==> src/rtl/recmeslen_fd.sv <==
// Receive DLC register for the CAN MAC: collects DLC bits from macfsm strobes and
// converts the finished DLC to a payload byte count (classic clamp, FD table, RTR = 0).
module recmeslen_fd #(
    parameter int DLCW  = 4,
    parameter int SELW  = 3,
    parameter int LENW  = 7,
    parameter int FD_EN = 1,
    parameter int CLMAX = 8
) (
    input  logic            clock,
    input  logic            reset,
    input  logic            clr,
    input  logic            activ,
    input  logic [SELW-1:0] setrmlen,
    input  logic            bitval,
    input  logic            rtr,
    input  logic            fdf,
    output logic [DLCW-1:0] rmlb,
    output logic [LENW-1:0] rlen,
    output logic            rlen_vld,
    output logic            dlc_clip,
    output logic [1:0]      state
);

    localparam logic [1:0] IDLE    = 2'd0;
    localparam logic [1:0] COLLECT = 2'd1;
    localparam logic [1:0] CALC    = 2'd2;
    localparam logic [1:0] DONE    = 2'd3;

    // Handshake: activ is a level from macfsm; only its rising edge is a write
    // request, qualified by an in-range setrmlen. There is no back-pressure.
    logic            activ_d;
    logic            strobe;
    logic            hit;
    logic [DLCW-1:0] mask;
    logic [DLCW-1:0] rmlb_n;
    logic [DLCW-1:0] mask_n;
    logic [LENW-1:0] dlc_ext;
    logic [LENW-1:0] cl_max;
    logic [3:0]      dlc4;
    logic [LENW-1:0] calc_len;
    logic            calc_clip;

    assign strobe = activ & ~activ_d;

    // Index k maps to bit DLCW-k so the first received bit lands in the MSB.
    always_comb begin
        rmlb_n = rmlb;
        mask_n = mask;
        hit    = 1'b0;
        for (int k = 1; k <= DLCW; k++) begin
            if (strobe && (state == IDLE || state == COLLECT) && setrmlen == SELW'(k)) begin
                rmlb_n[DLCW-k] = bitval;
                mask_n[DLCW-k] = 1'b1;
                hit            = 1'b1;
            end
        end
    end

    always_comb begin
        dlc_ext   = LENW'(rmlb);
        cl_max    = LENW'(CLMAX);
        dlc4      = 4'(rmlb);
        calc_len  = dlc_ext;
        calc_clip = 1'b0;
        if (rtr) begin
            calc_len = '0;
        end else if (FD_EN != 0 && DLCW == 4 && fdf) begin
            case (dlc4)
                4'd9:    calc_len = LENW'(12);
                4'd10:   calc_len = LENW'(16);
                4'd11:   calc_len = LENW'(20);
                4'd12:   calc_len = LENW'(24);
                4'd13:   calc_len = LENW'(32);
                4'd14:   calc_len = LENW'(48);
                4'd15:   calc_len = LENW'(64);
                default: calc_len = dlc_ext;
            endcase
        end else if (dlc_ext > cl_max) begin
            calc_len  = cl_max;
            calc_clip = 1'b1;
        end
    end

    // Clearing activ_d lets a level held through clr/reset strobe once afterwards.
    always_ff @(posedge clock) begin
        if (reset || clr) begin
            activ_d  <= 1'b0;
            rmlb     <= '0;
            mask     <= '0;
            rlen     <= '0;
            rlen_vld <= 1'b0;
            dlc_clip <= 1'b0;
            state    <= IDLE;
        end else begin
            activ_d <= activ;
            case (state)
                IDLE, COLLECT: begin
                    if (hit) begin
                        rmlb  <= rmlb_n;
                        mask  <= mask_n;
                        state <= (&mask_n) ? CALC : COLLECT;
                    end
                end
                CALC: begin
                    rlen     <= calc_len;
                    dlc_clip <= calc_clip;
                    rlen_vld <= 1'b1;
                    state    <= DONE;
                end
                default: ;
            endcase
        end
    end

endmodule

==> config.mk <==
export PLATFORM = sky130hd
export DESIGN_NAME = recmeslen_fd
export DESIGN_NICKNAME = d
export VERILOG_FILES = /design/src/rtl/recmeslen_fd.sv
export SDC_FILE = /design/constraint.sdc
export NUM_CORES = 1
export LEC_CHECK = 0
export ABC_CLOCK_PERIOD_IN_PS = 2300
export CAP_MARGIN = 0
export CORE_UTILIZATION = 45
export CTS_CLUSTER_DIAMETER = 30
export CTS_CLUSTER_SIZE = 28
export DETAILED_ROUTE_END_ITERATION = 8
export PLACE_DENSITY_LB_ADDON = 0.12
export SLEW_MARGIN = 5
export SYNTH_ARGS = -nofsm -noshare
export SYNTH_HDL_FRONTEND = slang
export SYNTH_SLANG_ARGS = --single-unit
==> constraint.sdc <==
create_clock -name clock -period 2.3 [get_ports clock]
set_input_delay 0.345 -clock clock [delete_from_list [all_inputs] [get_ports clock]]
set_output_delay 0.345 -clock clock [all_outputs]
set_load 0.1 [all_outputs]
* After elaboration in Yosys (flattened, before gate mapping) *
Cells that the tools add are included.

storage, ports and cells
  input port bits = 10
  output and inout bits = 15
  flip-flop bits (word level) = 20
  word-level logic and storage cells = 62

operators by class
  equality and inequality tests = 14
  reduce and logical (&&, ||, !) cells = 17
  muxes and demuxes = 18
  magnitude comparators = 1
  bitwise operators = 2

operator list
  operator            count
  $pmux 7 s7          1
  $eq 4x4->1 const B  7
  $mux 7              2
  $reduce_and 3->1    4
  $mux 1              11
  $eq 3x2->1 const B  2
  $logic_and 1x1->1   5
  $gt 4x4->1 const B  1
  $mux 2              2
  $mux 4              1
  $pmux 2 s2          1
  $reduce_and 2->1    2
  $reduce_and 4->1    1
  $eq 3x1->1 const B  1
  $eq 3x3->1 const B  1
  $eq 2x1->1 const B  1
  $eq 2x2->1 const B  1
  $logic_not 2->1     1
  $logic_or 1x1->1    2
  $ne 2x2->1 const B  1
  $reduce_bool 2->1   1
  $reduce_or 2->1     1
  $and 1x1->1         1
  $not 1->1           1

* Logic depth before layout (Yosys ltp) *
  depth after elaboration = 10
  mapped depth = 5
  gate-level depth less buffers = 4

* Worst setup path before layout *
OpenSTA, ideal clock, no wires.

  path type = reg-to-reg
  from = reg state[1]
  to = reg rlen[2]
  buffers on the path = 1
  clock period less this slack = 1,935 ps
  data required time = 2,233 ps
  library setup time = 67 ps
  stages on the path, launching flop included = 6
  setup slack = 365 ps
  data arrival time = 1,868 ps
  cell sequence = dfxtp_1 > or2b_1 > clkbuf_1 > a211oi_1 > a21oi_1 > nor2_1

on the way
  word-level cells in the longest chain between the ends = 1

RTL lines
  item                    RTL line  text
  from (decl)             22        output logic [1:0] state
  from (signal assigned)  102       state <= (&mask_n) ? CALC : COLLECT;
  $eq 2x2->1              97        case (state)
  to (signal assigned)    106       rlen <= calc_len;
  to (decl)               19        output logic [LENW-1:0] rlen,

Every way passes these cells.
A chain may end at the register's enable or synchronous reset.

* Worst setup path in the final report *
  from = in setrmlen[2]
  to = reg state[0]

on the way
  word-level cells in the longest chain between the ends = 8
  elaborated cells between the ends (all ways) = 22
  those cells by class = eq/ne: 5; mux: 11; reduce/logical: 6

RTL lines
  item                               RTL line  text
  from (decl)                        14        input logic [SELW-1:0] setrmlen,
  $eq 3x1->1                         52        if (strobe && (state == IDLE || state == COLLECT) && setrmlen == SELW'(k)) begin
  $logic_and 1x1->1                  52
  $mux 1 (4 in a row)                52
  $ne 2x2->1 (no source line)        --
  $reduce_and 2->1 (no source line)  --

Several ways; a longest one is shown, not always the timed one. The select of a mux whose other input is x is not followed.

==> summary.md <==
| Metric | Value |
|---|---|
| Register Area | 400.4 µm² |
| CTS Buf Count | 3 |
| Via count | 799 |
| TritonCTS clock tree | done |
| CTS Buffer Depth | 2 |
| Mapped Area | 889.6 µm² |
| Final WL | 1791 µm |
| Post-CTS Resized | 0 |
| Tot GR Track Use | 19.03% |
| First-pass GRT wire length | 2829 µm |
| # DRC | 0 |
| Main synth FF type | dfxtp_1 |
| Port bufs | 24 |
| P per Cell Area | 535.1 mW/mm² |
| Clock power frac | 32.5% |
| Tcrit/Tclk final | roughly three quarters |
| Worst Tran Pin Value | 390.6 ps |
| Pins over their slew limit | 0 |
| Library cells used by synthesis | 31 |
| Final setup TNS | 0 ps |
| Fill cell count | 177 |
| Worst EP required | approximately 2500 ps |
| Die Height | roughly 46 µm |
| F_max | 584.9 MHz |
| Num ports | 25 |
| Clk sink count | 20 |
| Avg Cell Area, Syn | 8.554 µm² |
| Internal | 0.0004720 W |
| Nature of the critical path startpoint | primary input |
| Clk_lat worst skew | 290 ps |
| Psw | between 0.0001 and 0.00015 W |
| HP Class | reg2reg |
| Most frequent cells in the layout | 20 x dfxtp_1, 15 x nor2_1, 15 x buf_4 |
| Combinational share of power | 9.8% |
| Skew final | roughly 0.73 ps |
| Vias in the first global route | 679 |
| Critical path class | in2reg |
| Synthesized netlist net count | ~110 |
| Hold_ws | 453.6 ps |
| Leakage Power | around 0.44 nW |
| Syn Inst Count | 104 |
| DP HPWL | 1330 µm |
| Core Area | 0.001783 mm² |
| Seq/Total Area, Yosys | 45.01% |
| Final core utilization | 64.00% |
| Fraction of registers with async set/reset | 0% |
| # diodes | 0 |
| Die Width | 46.46 µm |
| Post-CTS setup buffer count | 0 |
| Area growth syn-to-layout | 28.27% |
| Post-DRT Antenna Nets | 0 |
| Critical Path Fanout Max | 7 |
| Switch share | 22.70% |
| GP Congestion | 0.8521 |
| Leading cell type in the layout, fill and taps excluded | dfxtp_1 |
| #FFs+latches synth | 20 |
| Multi-input gate area | approximately 450 µm² |
| NumNets Final | 138 |
| Status | finished, final reports clean |
| # hold bufs at CTS | 0 |
| EDFF count, synth | 0 |
| Starting density of the core | 49.89% |
| Yosys warns | 0 |
| Setup crit end kind | flop |
| Clock H-tree levels | 1 |
| Minimum clock period | approximately 1700 ps |
| Final setup fails | 0 |
| Max_cap viols | 0 |
| Initial antenna violation count | 0 |
| Worst vdd ir | just over 0.3 mV |
| Root Driver | clkbuf_4 |
| DR pass1 iterations | 4 |
| Max-slew headroom at the worst pin | between 70 and 80% |
| Clock-pin slew on the worst setup and hold paths | 110 ps |
| Reg2Reg Setup Slack | ~720 ps |
| Unrepaired setup endpoints after global routing | false |
| Drt initial violations | 23 |
| CP Data Arrival Time | 1890 ps |
| Largest net degree at the start of global routing | 20 |
| Per-cell routed wire length | roughly 12 µm |
| Sequential share of power | between 50% and 60% |
| Num rows | 15 |
| Hold Fails Final Rpt | 0 |
| Global route total overflow | 0 |
| Die ar. | 0.002159 mm² |
| Post-DR vias/cell | 5.257 |
| Share of cells above drive strength 1 | approximately 17% |
[synthesized netlist by cell type, types with 2 or more instances]
cell type / count / share of area [%]
a21oi_1: 12 / 6.8
dfxtp_1: 20 / 45
a211oi_1: 2 / 1.7
nor2b_1: 4 / 2.8
a32oi_1: 2 / 2.0
nor2_1: 15 / 6.3
nand2_1: 7 / 3.0
mux2i_1: 4 / 4.5
inv_1: 5 / 2.1
nand3_1: 6 / 3.4
nand2b_1: 2 / 1.4
nand4b_1: 2 / 2.0
clkbuf_1: 5 / 2.1
[metal layers]
metal	vias up	share of wire, %	wire, µm	GRT usage [%]
met1	368	46	832	23.86
met4	0	0.67	12	8.824
li1	412	-	-	-
met3	2	4.1	73	4.706
met2	17	49	872	30.28
met5	-	0	0	0
[final timing paths]
kind,from,to,depth (start not counted)
worst max-delay path,setrmlen[2],state[0],5
worst max register to register,state[1],state[0],4
worst min-delay path,mask[0],mask[0],2
worst min register to register,mask[0],mask[0],2
[registers in the layout, summed over array words and instances (netlist names)]
register,count
rlen_vld,1
activ_d,1
mask,4
dlc_clip,1
rmlb,4
state,2
rlen,7
[layout make-up]
type	instances	share of cell area [%]
Clock buffer	4	3.180
Timing Repair Buffer	24	17.76
Inverter	5	1.645
Sequential cell	20	35.09
Multi-Input combinational cell	74	39.58
Tap cell	25	2.741
[stage by stage]
stage,total power [W],std cells,worst slack [ps],instance area [µm²]
after floorplan,0.0003922,104,364.7,889.6
after CTS,0.0006208,152,613.5,1141
final,0.0006106,152,590.2,1141
after detailed placement,0.0004197,148,284.5,1105
after global placement,0.0004189,148,335.1,1105
after global routing,0.0006391,152,534.1,1141
[worst max-delay path: stages]
cell	delay, ps
clkdlybuf4s50_1	520
nor4b_4	410
nand4b_1	130
a311oi_1	360
o31ai_1	120
[power by group through the flow]
| stage | Clock (W) | Combinational [W] | Sequential [W] |
|---|---|---|---|
| CTS | 0.000209 | 0.0000595 | 0.000353 |
| global route | 0.000222 | 0.0000642 | 0.000353 |
| global placement | 0 | 0.0000586 | 0.000360 |
| detailed placement | 0 | 0.0000593 | 0.000360 |
| finish | 0.000198 | 0.0000596 | 0.000353 |
| floorplan | 0 | 0.0000239 | 0.000368 |
[logic make-up after synthesis]
logic type	count (synthesis)	share of synthesized area, %
AND/OR/NAND/NOR	46	28.41
AO/OA/AOI/OAI	21	14.77
flip-flops	20	45.01
buffers and inverters	10	4.220
multiplexers	4	4.501
XOR/XNOR	2	1.969
adder cells (fa/ha/maj)	1	1.125
No activity file was read; power rests on OpenSTA's default activity.
